## config.mk

```make
export PLATFORM = sky130hd
export DESIGN_NAME = ss_write_trace
export DESIGN_NICKNAME = d
export VERILOG_FILES = /design/src/rtl/ss_write_trace.sv
export SDC_FILE = /design/constraint.sdc
export NUM_CORES = 1
export LEC_CHECK = 0
export CORE_AREA = 8 8 101 57
export CTS_BUF_LIST = sky130_fd_sc_hd__clkbuf_4
export CTS_CLUSTER_DIAMETER = 200
export DETAILED_ROUTE_END_ITERATION = 6
export DIE_AREA = 0 0 109 65
export PLACE_DENSITY = 0.8
export SLEW_MARGIN = 0
export SYNTH_ARGS = -nofsm -noshare
export SYNTH_HDL_FRONTEND = slang
export SYNTH_SLANG_ARGS = --single-unit
```

## constraint.sdc

```tcl
create_clock -name wc_clk -period 2.3 [get_ports wc_clk]
set_input_delay 0.46 -clock wc_clk [delete_from_list [all_inputs] [get_ports wc_clk]]
set_output_delay 0.46 -clock wc_clk [all_outputs]
set_load 0.005 [all_outputs]
```

## src/rtl/ss_write_trace.sv

```systemverilog
// Write-cycle trace for single-step mode: keeps the last DEPTH 6502 writes of the current step.
// Optional macro WT_ADDR_CAPTURE_EN builds the address store; without it q_addr reads as zero.
`timescale 1ns/1ps
module ss_write_trace #(
  parameter int DEPTH = 4,
  parameter int AW    = 16,
  parameter int DW    = 8,
  localparam int SW   = $clog2(DEPTH)
) (
  input  logic          wc_clk,
  input  logic          wc_preset,
  input  logic          rd,
  input  logic          si_n,
  input  logic [AW-1:0] addr,
  input  logic [DW-1:0] data,
  input  logic [SW-1:0] sel,
  output logic [AW-1:0] q_addr,
  output logic [DW-1:0] q_data,
  output logic          q_valid,
  output logic [2:0]    wcount,
  output logic          overflow
);

  // No handshake: every rising wc_clk with rd low and si_n high is an
  // unconditional capture; all other edges leave state untouched.
  logic             capture;
  logic [SW-1:0]    wp;
  logic [SW-1:0]    rd_idx;
  logic [DW-1:0]    data_q [DEPTH];
  logic [DEPTH-1:0] valid_q;

  assign capture = !rd && si_n;

  always_ff @(posedge wc_clk or posedge wc_preset) begin
    if (wc_preset) begin
      wp       <= '0;
      valid_q  <= '0;
      wcount   <= 3'd0;
      overflow <= 1'b0;
      for (int i = 0; i < DEPTH; i++) begin
        data_q[i] <= '0;
      end
    end else if (capture) begin
      data_q[wp]  <= data;
      valid_q[wp] <= 1'b1;
      wp          <= wp + SW'(1);
      if (wcount != 3'd7) begin
        wcount <= wcount + 3'd1;
      end
      // A still-valid slot under the write pointer means the ring is full.
      if (valid_q[wp]) begin
        overflow <= 1'b1;
      end
    end
  end

  // DEPTH is a power of two, so the SW-bit subtraction wraps modulo DEPTH.
  assign rd_idx  = wp - SW'(1) - sel;
  assign q_data  = data_q[rd_idx];
  assign q_valid = valid_q[rd_idx];

`ifdef WT_ADDR_CAPTURE_EN
  logic [AW-1:0] addr_q [DEPTH];

  always_ff @(posedge wc_clk or posedge wc_preset) begin
    if (wc_preset) begin
      for (int i = 0; i < DEPTH; i++) begin
        addr_q[i] <= '0;
      end
    end else if (capture) begin
      addr_q[wp] <= addr;
    end
  end

  assign q_addr = addr_q[rd_idx];
`else
  logic addr_unused;

  assign addr_unused = ^addr;
  assign q_addr      = '0;
`endif

endmodule
```

==> metrics.md, run 1 <==
| Metric | Value |
|---|---|
| Status | complete, but fails checks |
| Violations in the final reports | negative setup slack |
| Combinational Power Share | 50.5% |
| Placed insts | 220 |
| CTS tree | yes |
| Vias in the first global route | 1369 |
| # DRC | 0 |
| P per Cell Area | 1350 mW/mm2 |
| Multi-input gate area | 891 um2 |
| Starting Density | 47.7% |
| Filler cells | 328 |
| Avg Cell Area, Syn | 15.5 um2 |
| Initial antenna violation count | 0 |
| Compound-Gate Fraction of Synth Area | 0.368% |
| Final WS setup | -0.236 ns |
| Largest net degree at the start of global routing | 43 |
| Routed vias | 1178 |
| Hold WC Path Type | flip-flop to flip-flop |
| Slowest stage cell on the critical path | mux4_2 |
| Core area | 0.00428 mm2 |
| Final HPWL DP | 3130 um |
| Worst path arrival time | 2.08 ns |
| Setup violators final | 9 |
| FF+latch count, synth | 42 |
| Initial DRC Count | 11 |
| DRT Pass-1 Iters | 4 |
| Seq pwr share | 38.6% |
| Cell internal pwr | 2280 uW |
| Seq. cell area | 0.00105 mm2 |
| Net switching power | 1020 uW |
| Syn. warnings | 0 |
| Clk sinks | 42 |
| Placement Setup Slack | -0.708 ns |
| Fraction of the mapped netlist area in adder cells | 4.29% |
| Unrepaired setup endpoints after global routing | true |
| Max Root-Sink Buffers | 2 |
| Die width | 109 um |
| TritonCTS buffer count | 5 |
| Clk root buf | clkbuf_4 |
| Die Y | 65 um |
| Crit path cell chain | xor3_1 > buf_12 > buf_12 > mux4_2 > buf_2 |
| DP Area | 0.00237 mm2 |
| Worst-path clk slew | 0.12 ns |
| Area Overhead vs Synth | 19.3% |
| WHS | 0.489 ns |
| Mapped cell area | 0.00204 mm2 |
| WL per Instance | 18.2 um |
| Worst Setup Start Kind | flip-flop |
| Clock power share | 10.9% |
| IO buf count | 26 |
| Global-route usage over all layers | 13.0% |
| Cell family with most CP delay | multiplexers |
| CP Capture Type | output pin |
| Largest family of logic cells by synthesized area | multiplexers |
| Clk_skew | 0.00632 ns |
| GP Congestion | 0.673 |
| Post-layout nets | 211 |
| Grt ovf | 0 |
| Max Freq | 0.394 GHz |
| Max-slew violations | 0 |
| Synth cell types | 20 |
| Synth Area in Simple Gates | 3.37% |
| Fin. Hold Viols | 0 |
| H-tree lvl count | 2 |
| Post-Layout Cell Count | 232 |
| Critical path class | flip-flop to output pin |
| Crit-path max cell delay | 0.51 ns |
| Die ar. | 0.00709 mm2 |
| Maxcap violations | 0 |
| Static Leak | 0.00109 uW |
| Rel. slew slack | 60.4% |
| Crit Path Max Fanout | 5 |
| Global-route wire length before repair | 7060 um |
| Most frequent CP cell | buf_12 |
| Gate Count Post-Synth | 132 |
| Worst Path Buf+Inv | 3 |
| Io pins | 59 |
| Switch share | 30.8% |
| Least-Margin Pin Slew | 0.593 ns |
| Final instance area | 0.00243 mm2 |
| Detail Route Antenna Nets | 0 |
| Vias per inst | 5.08 |
| Diodes inserted | 0 |
| Worst-Skew Late Latency | 0.35 ns |
| Max rail drop VDD | 0.563 mV |
| Data required, critical path | 1.84 ns |
| Post-synthesis mux area share | 30.7% |
| Register area share after synthesis | 51.5% |
| Drt total wl | 4230 um |
| Std-Cell Rows | 17 |
| XOR/XNOR Fraction of Synth Area | 2.02% |
| Final Cycle Share | 110% |
| Shortest period the worst path allows | 2.54 ns |
| Layout cells sized above 1 | 38.9% |
==> registers in the layout, indices dropped and copies added, names as in the netlist <==
name	cells
wcount	3
valid_q	4
overflow	1
wp	2
data_q	32
==> per-stage QoR <==
| step | util [%] | total power (uW) | TNS (ns) |
|---|---|---|---|
| 2_1_floorplan | - | 2190 | 0 |
| 3_3_place_gp | 55.4 | 2850 | -5.93 |
| 3_5_place_dp | 55.4 | 2960 | -6.05 |
| 4_1_cts | 56.6 | 3290 | -3.02 |
| 5_1_grt | 56.9 | 3530 | -2.49 |
| 6_report | 56.9 | 3290 | -1.74 |
==> cells by family after synthesis <==
family,count (synthesis)
AOI/OAI and AO/OA,1
DFF,42
buffers and inverters,23
adders and majority gates,7
other,1
muxes,45
xor gates and xnor gates,3
and+or+nand+nor,10
==> final cells by class <==
cell class | count | share of cell area [%]
Clock buffer | 6 | 1.85
Clock inverter | 2 | 0.360
Inverter | 4 | 0.617
Multi-Input combinational cell | 82 | 36.6
Sequential cell | 42 | 43.2
Tap cell | 57 | 2.93
Timing Repair Buffer | 39 | 14.4
==> layer usage <==
metal  global-route usage, %  routed length, um
met5                       0                  0
met3                    4.54                291
met2                    21.7               2070
met4                    4.74                 55
met1                    15.1               1820
==> final timing paths <==
kind	from	endpoint	slack, ns	depth (start not counted)
worst max-delay path	wp[1]$_DFFE_PP0P_	q_data[4]	-0.24	5
worst min-delay path	overflow$_DFFE_PP0P_	overflow$_DFFE_PP0P_	0.49	1
worst max register to register	wcount[0]$_DFFE_PP0P_	wcount[2]$_DFFE_PP0P_	0.49	4
worst min register to register	overflow$_DFFE_PP0P_	overflow$_DFFE_PP0P_	0.49	1
max in group asynchronous	wc_preset	data_q[17]$_DFFE_PP0P_	1.42	3
min in group asynchronous	wc_preset	data_q[27]$_DFFE_PP0P_	0.53	3
==> cells in the mapped netlist <==
| library cell | number | share of area, % |
|---|---|---|
| nand3b_1 | 4 | 1.5 |
| buf_6 | 1 | 0.55 |
| xnor2_1 | 1 | 0.43 |
| mux4_1 | 2 | 2.6 |
| xor3_1 | 1 | 1.2 |
| nor2b_1 | 1 | 0.31 |
| ha_1 | 7 | 4.3 |
| buf_1 | 1 | 0.18 |
| dfrtp_1 | 42 | 52 |
| xor2_1 | 1 | 0.43 |
| inv_1 | 4 | 0.74 |
| mux2_2 | 29 | 16 |
| nand2b_1 | 4 | 1.2 |
| mux2_1 | 6 | 3.3 |
| buf_4 | 16 | 5.9 |
| clkbuf_1 | 1 | 0.18 |
| mux4_2 | 8 | 8.8 |
| a21o_1 | 1 | 0.37 |
| conb_1 | 1 | 0.18 |
| nor3b_1 | 1 | 0.37 |
==> cells in the final DEF (no fill, tap or decap), drive strengths merged, types with 2 or more instances in the layout <==
cell,netlist,layout
buf,18,22
clkbuf,1,6
clkdlybuf4s50,0,15
clkinv,0,2
conb,1,16
dfrtp,42,42
ha,7,7
inv,4,4
mux2,35,35
mux4,10,10
nand2b,4,4
nand3b,4,4
==> timing repair <==
| item | CTS | global route |
|---|---|---|
| buffers inserted | 4 | 0 |
| resized for setup | 39 | 3 |
| setup endpoints to repair | 9 | 9 |
| hold buffers | 0 | 0 |
| pin swaps | 1 | 1 |
==> power by group through the flow <==
| stage | Clock (uW) | Combinational, uW | Sequential (uW) |
|---|---|---|---|
| after floorplan | 0 | 962 | 1230 |
| after global routing | 403 | 1810 | 1320 |
| after global placement | 0 | 1610 | 1240 |
| after CTS | 374 | 1650 | 1270 |
| final | 359 | 1660 | 1270 |
| after detailed placement | 0 | 1670 | 1290 |
No activity file was read; power rests on OpenSTA's default activity.
==> run 2: changes to the inputs <==
--- a/config.mk
+++ b/config.mk
@@ -5,11 +5,11 @@
 export SDC_FILE = /design/constraint.sdc
 export NUM_CORES = 1
 export LEC_CHECK = 0
-export CORE_AREA = 8 8 101 57
+export CORE_AREA = 2 2 95 51
 export CTS_BUF_LIST = sky130_fd_sc_hd__clkbuf_4
 export CTS_CLUSTER_DIAMETER = 200
 export DETAILED_ROUTE_END_ITERATION = 6
-export DIE_AREA = 0 0 109 65
+export DIE_AREA = 0 0 97 53
 export PLACE_DENSITY = 0.8
 export SLEW_MARGIN = 0
 export SYNTH_ARGS = -nofsm -noshare
==> metrics.md, run 2 (same netlist as run 1, synthesis figures left out) <==
| Metric | Value |
|---|---|
| Max rail drop VDD | 0.588 mV (+4.4%) |
| Maxcap violations | 0 (unchanged) |
| Final HPWL DP | 2620 um (-16%) |
| Post-Layout Cell Count | 228 (-1.7%) |
| Vias per inst | 4.96 (-2.4%) |
| Seq pwr share | 40.8% (+2.2 points) |
| Critical path class | flip-flop to output pin |
| Routed vias | 1130 (-4.1%) |
| Shortest period the worst path allows | 2.48 ns (-0.0539 ns) |
| Detail Route Antenna Nets | 0 (unchanged) |
| FF-to-FF Start | wcount[0]$_DFFE_PP0P_ |
| IO buf count | 26 (unchanged) |
| Starting Density | 47.7% (unchanged) |
| Std-Cell Rows | 17 (unchanged) |
| Hold path start | overflow$_DFFE_PP0P_ |
| Placed insts | 221 (+0.45%) |
| Worst reg2reg path depth | 4 (unchanged) |
| Final WS setup | -0.182 ns (+0.0539 ns) |
| Unrepaired setup endpoints after global routing | true |
| Worst-Skew Late Latency | 0.35 ns (about the same) |
| Rel. slew slack | 65.5% (+5.1 points) |
| Final Cycle Share | 108% (-2.3 points) |
| Hold WC Path Type | flip-flop to flip-flop |
| Least-Margin Pin Slew | 0.518 ns (-0.0748 ns) |
| H-tree lvl count | 2 (unchanged) |
| Worst Setup Start Kind | flip-flop |
| Die width | 97 um (-11%) |
| Biggest regs | data_q: 32 flops, valid_q: 4 flops, wcount: 3 flops |
| DRT Pass-1 Iters | 4 (unchanged) |
| Switch share | 30.6% (-0.26 points) |
| Data required, critical path | 1.84 ns (about the same) |
| Diodes inserted | 0 (unchanged) |
| Post-route core utilization | 55.8% (-1.1 points) |
| Clk root buf | clkbuf_4 |
| Hold path cells | 1 (unchanged) |
| Initial DRC Count | 31 (+20) |
| Static Leak | 0.00107 uW (-2.1%) |
| Core area | 0.00428 mm2 (unchanged) |
| Crit Path Max Fanout | 8 (+3) |
| Most flops, register | data_q |
| Setup violators final | 9 (unchanged) |
| Status | complete, but fails checks |
| Post-layout nets | 208 (-1.4%) |
| CP Capture Type | output pin |
| Max Freq | 0.403 GHz (+2.2%) |
| Max-slew violations | 0 (unchanged) |
| Total negative slack | -1.28 ns (+0.462 ns) |
| Largest register FFs | 32 (unchanged) |
| Largest net degree at the start of global routing | 43 (unchanged) |
| Net switching power | 949 uW (-6.6%) |
| Grt ovf | 0 (unchanged) |
| Initial antenna violation count | 0 (unchanged) |
| Die ar. | 0.00514 mm2 (-27%) |
| Io pins | 59 (unchanged) |
| # DRC | 0 (unchanged) |
| P per Cell Area | 1300 mW/mm2 (-3.9%) |
| Worst path arrival time | 2.02 ns (-0.06 ns) |
| Drt total wl | 3780 um (-11%) |
| WL per Instance | 16.6 um (-9.1%) |
| Clock power share | 11.8% (+0.9 points) |
| Clk_skew | 0.00750 ns (+0.00118 ns) |
| Area Overhead vs Synth | 16.9% |
| Uppermost routed layer | met4 |
| Layout cells sized above 1 | 38.6% (-0.26 points) |
| Post-CTS Setup Bufs | 0 (-4) |
| CP startpoint | wp[1]$_DFFE_PP0P_ |
| DR WL met2 | 1650 um (-20%) |
| Combinational Power Share | 47.4% (-3.1 points) |
| Worst-path clk slew | 0.12 ns (about the same) |
| Global-route usage over all layers | 16.7% (+3.7 points) |
| Cell internal pwr | 2150 uW (-5.4%) |
| Placement Setup Slack | -0.738 ns (-0.0297 ns) |
| Fin. Hold Viols | 0 (unchanged) |
| WHS | 0.496 ns (+0.00692 ns) |
| Die Y | 53 um (-18%) |
| TritonCTS buffer count | 5 (unchanged) |
| Violations in the final reports | negative setup slack |
| GP Congestion | 0.786 (+17%) |
| Commonest cells after routing, fill and taps aside | dfrtp_1, mux2_2, conb_1, clkdlybuf4s50_1 |
| CTS tree | yes |
| Commonest non-fill, non-tap cell in the layout | dfrtp_1 |
| Vias in the first global route | 1192 (-13%) |
| Max Root-Sink Buffers | 2 (unchanged) |
| DRT met1 WL | 1910 um (+5.0%) |
| Clk sinks | 42 (unchanged) |
| Global-route wire length before repair | 6300 um (-11%) |
| Routed met3 length | 187 um (-36%) |
-- run 2: cell types whose count changed in the layout (fill, tap and decap cells not counted), sizes merged --
cell and change:
clkbuf +1, clkinv -2, buf -3
-- run 2: through the flow --
step | total power, uW | cell area [um2]
final | 3100 | 2390
after global routing | 3320 | 2390
after CTS | 3130 | 2380
after detailed placement | 2930 | 2380
after global placement | 2860 | 2380
after floorplan | 2190 | 2100
-- run 2: layout make-up --
| cell class | count | area, um2 |
|---|---|---|
| Fill cell | 348 | 1890 |
| Sequential cell | 42 | 1050 |
| Multi-Input combinational cell | 82 | 892 |
| Timing Repair Buffer | 36 | 304 |
| Tap cell | 57 | 71.3 |
| Clock buffer | 7 | 52.6 |
| Inverter | 4 | 15.0 |
-- run 2: final timing paths --
check	endpoint	slack, ns
setup / recovery	q_data[5]	-0.18
max in group asynchronous	data_q[24]$_DFFE_PP0P_	1.42
min in group asynchronous	data_q[25]$_DFFE_PP0P_	0.53
hold reg to reg	overflow$_DFFE_PP0P_	0.50
setup reg to reg	wcount[2]$_DFFE_PP0P_	0.62
hold / removal	overflow$_DFFE_PP0P_	0.50
-- run 2: worst max-delay path, stage by stage, from the launching register on --
cell,delay (ns)
dfrtp_1,0.41
xor3_2,0.45
buf_12,0.15
mux4_2,0.51
buf_2,0.14
-- run 2: per-layer routing --
| metal | vias to the layer above | GRT usage (%) |
|---|---|---|
| met5 | - | 0 |
| met3 | 5 | 5.02 |
| li1 | 520 | - |
| met4 | 0 | 4.23 |
| met2 | 32 | 25.9 |
| met1 | 573 | 23.3 |
-- run 2: power groups by stage --
stage | combinational [uW] | sequential (uW) | clock (uW)
finish | 1470 | 1270 | 366
global placement | 1610 | 1250 | 0
floorplan | 962 | 1230 | 0
global route | 1600 | 1310 | 407
detailed placement | 1650 | 1280 | 0
CTS | 1490 | 1260 | 376
-- run 2: timing repair --
action,in CTS,in global routing
pin swaps,1,1
setup endpoints to repair,9,9
resized for setup,40,1
hold buffers,0,0
==> run 3: changes to the inputs <==
--- a/config.mk
+++ b/config.mk
@@ -5,12 +5,13 @@
 export SDC_FILE = /design/constraint.sdc
 export NUM_CORES = 1
 export LEC_CHECK = 0
-export CORE_AREA = 2 2 95 51
+export CORE_AREA = 2 2 100 54
 export CTS_BUF_LIST = sky130_fd_sc_hd__clkbuf_4
 export CTS_CLUSTER_DIAMETER = 200
 export DETAILED_ROUTE_END_ITERATION = 6
-export DIE_AREA = 0 0 97 53
-export PLACE_DENSITY = 0.8
+export DIE_AREA = 0 0 102 56
+export PLACE_DENSITY = 0.76
+export RECOVER_POWER = 100
 export SLEW_MARGIN = 0
 export SYNTH_ARGS = -nofsm -noshare
 export SYNTH_HDL_FRONTEND = slang
==> constraint.sdc (replaced) <==
create_clock -name wc_clk -period 2.2 [get_ports wc_clk]
set_input_delay 0.44 -clock wc_clk [delete_from_list [all_inputs] [get_ports wc_clk]]
set_output_delay 0.44 -clock wc_clk [all_outputs]
set_load 0.005 [all_outputs]
==> metrics.md, run 3 (same netlist as run 1, synthesis figures left out) <==
| Metric | Value |
|---|---|
| Status | complete, but fails checks |
| Violations in the final reports | negative setup slack |
| Layout cells sized above 1 | 35.5% (-3.1 points) |
| CP startpoint | wp[1]$_DFFE_PP0P_ |
| WL per Instance | 15.7 um (-5.1%) |
| Post-layout nets | 209 (+0.48%) |
| Detail Route Antenna Nets | 0 (unchanged) |
| Worst-Skew Late Latency | 0.34 ns (about the same) |
| Rel. slew slack | 31.7% (-34 points) |
| Drt total wl | 3810 um (+0.71%) |
| Clk_skew | 0.0124 ns (+0.00486 ns) |
| Worst path arrival time | 1.99 ns (-0.03 ns) |
| Worst-path clk slew | 0.12 ns (about the same) |
| WHS | 0.498 ns (+0.00181 ns) |
| P per Cell Area | 1390 mW/mm2 (+7.0%) |
| Std-Cell Rows | 18 (+1) |
| Largest net degree at the start of global routing | 43 (unchanged) |
| Crit path cell chain | xor3_2 > buf_8 > mux4_2 > buf_6 |
| Static Leak | 0.00106 uW (-0.33%) |
| Die Y | 56 um (+5.7%) |
| Core area | 0.00477 mm2 (+12%) |
| CTS tree | yes |
| Max Root-Sink Buffers | 2 (unchanged) |
| Maxcap violations | 0 (unchanged) |
| Vias per inst | 4.77 (-3.8%) |
| Crit Path Max Fanout | 5 (-3) |
| Commonest non-fill, non-tap cell in the layout | dfrtp_1 |
| GP Congestion | 0.684 (-13%) |
| # DRC | 0 (unchanged) |
| Initial antenna violation count | 0 (unchanged) |
| Shortest period the worst path allows | 2.43 ns |
| Vias in the first global route | 1230 (+3.2%) |
| Final Cycle Share | 111% |
| Diodes inserted | 0 (unchanged) |
| TritonCTS buffer count | 5 (unchanged) |
| Largest register FFs | 32 (unchanged) |
| Io pins | 59 (unchanged) |
| IO buf count | 26 (unchanged) |
| Post-Layout Cell Count | 242 (+6.1%) |
| Clk sinks | 42 (unchanged) |
| Max-slew violations | 0 (unchanged) |
| Die width | 102 um (+5.2%) |
| Crit-path max cell delay | 0.53 ns (+0.02 ns) |
| Least-Margin Pin Slew | 1.02 ns (+0.507 ns) |
| Initial DRC Count | 47 (+52%) |
| Final WS setup | -0.235 ns (-0.0524 ns) |
| Unrepaired setup endpoints after global routing | true |
| Routed vias | 1154 (+2.1%) |
| Placed insts | 233 (+5.4%) |
| Grt ovf | 0 (unchanged) |
| Area Overhead vs Synth | 18.2% |
| DRT Pass-1 Iters | 4 (unchanged) |
| Post-route core utilization | 50.5% (-5.3 points) |
| Worst reg2reg path depth | 7 (+3) |
| Hold Path Sink | valid_q[0]$_DFFE_PP0P_ |
| Setup violators final | 9 (unchanged) |
| Fin. Hold Viols | 0 (unchanged) |
| Power Total | 3360 uW (+8.2%) |
| Most flops, register | data_q |
| Data required, critical path | 1.76 ns (-0.08 ns) |
| Filler cells | 423 (+22%) |
| Cell family with most CP delay | multiplexers |
| Die ar. | 0.00571 mm2 (+11%) |
| Worst R2R Setup Slack | 0.11 ns (-0.51 ns) |
| Starting Density | 42.7% (-5.0 points) |
| CP Capture Type | output pin |
| Hold path cells | 1 (unchanged) |
| FF-to-FF Start | wp[1]$_DFFE_PP0P_ |
| Final HPWL DP | 2770 um (+6.0%) |
| Worst R2R End | data_q[18]$_DFFE_PP0P_ |
| Global-route wire length before repair | 6220 um (-1.3%) |
| Commonest cells after routing, fill and taps aside | dfrtp_1, mux2_2, conb_1, clkdlybuf4s50_1, mux4_2 |
| Max rail drop VDD | 0.660 mV (+12%) |
| Critical path class | flip-flop to output pin |
| CP Depth | 4 (unchanged) |
| Placement Setup Slack | -0.775 ns (-0.0366 ns) |
| Biggest regs | data_q: 32 flops, valid_q: 4 flops, wcount: 3 flops |
| Max Freq | 0.411 GHz |
| Global-route usage over all layers | 14.6% (-2.1 points) |
| Slowest stage cell on the critical path | mux4_2 |
| H-tree lvl count | 2 (unchanged) |
| Hold WC Path Type | flip-flop to flip-flop |
| Worst Setup Start Kind | flip-flop |
| Clk root buf | clkbuf_4 |
| Hold path start | valid_q[0]$_DFFE_PP0P_ |
| Worst Path Buf+Inv | 2 (unchanged) |
run 3: power by group:
group          total, uW  switching (uW)  internal, uW  leakage (uW)
sequential          1330             197          1130      0.000488
combinational       1560             579           985      0.000537
clock                464             234           230     0.0000387
run 3: final cells by class:
| class | instances | area, um2 | share of cell area [%] |
|---|---|---|---|
| Tap cell | 70 | 87.6 | 3.63 |
| Clock buffer | 5 | 37.5 | 1.56 |
| Timing Repair Buffer | 37 | 295 | 12.2 |
| Inverter | 4 | 15.0 | 0.622 |
| Clock inverter | 2 | 33.8 | 1.40 |
| Multi-Input combinational cell | 82 | 892 | 37.0 |
| Sequential cell | 42 | 1050 | 43.6 |
run 3: what timing repair did:
item / CTS / global route
hold buffers: 0 / 0
cloned: 1 / 0
endpoints found under the setup margin: 9 / 9
gates resized for setup: 43 / 3
pin swaps: 1 / 1
setup buffers: 2 / 1
run 3: routing by layer:
metal | routed length, um | part of all wire (%) | global-route usage (%) | vias to the layer above
li1 | - | - | - | 519
met1 | 1710 | 45 | 19.4 | 597
met2 | 1900 | 50 | 23.9 | 33
met3 | 170 | 4.5 | 3.64 | 5
met4 | 34 | 0.89 | 4.00 | 0
met5 | 0 | 0 | 0 | -
run 3: how the worst max path moves through the flow:
stage	end
finish	q_data[1]
global route	q_data[1]
CTS	q_data[1]
detailed placement	q_data[1]
global placement	q_data[1]
floorplan	q_valid
run 3: per-stage QoR:
stage / TNS, ns / instance area [um2]
6_report: -1.72 / 2410
5_1_grt: -2.35 / 2410
4_1_cts: -3.58 / 2460
3_5_place_dp: -6.64 / 2390
3_3_place_gp: -6.37 / 2390
2_1_floorplan: 0 / 2100
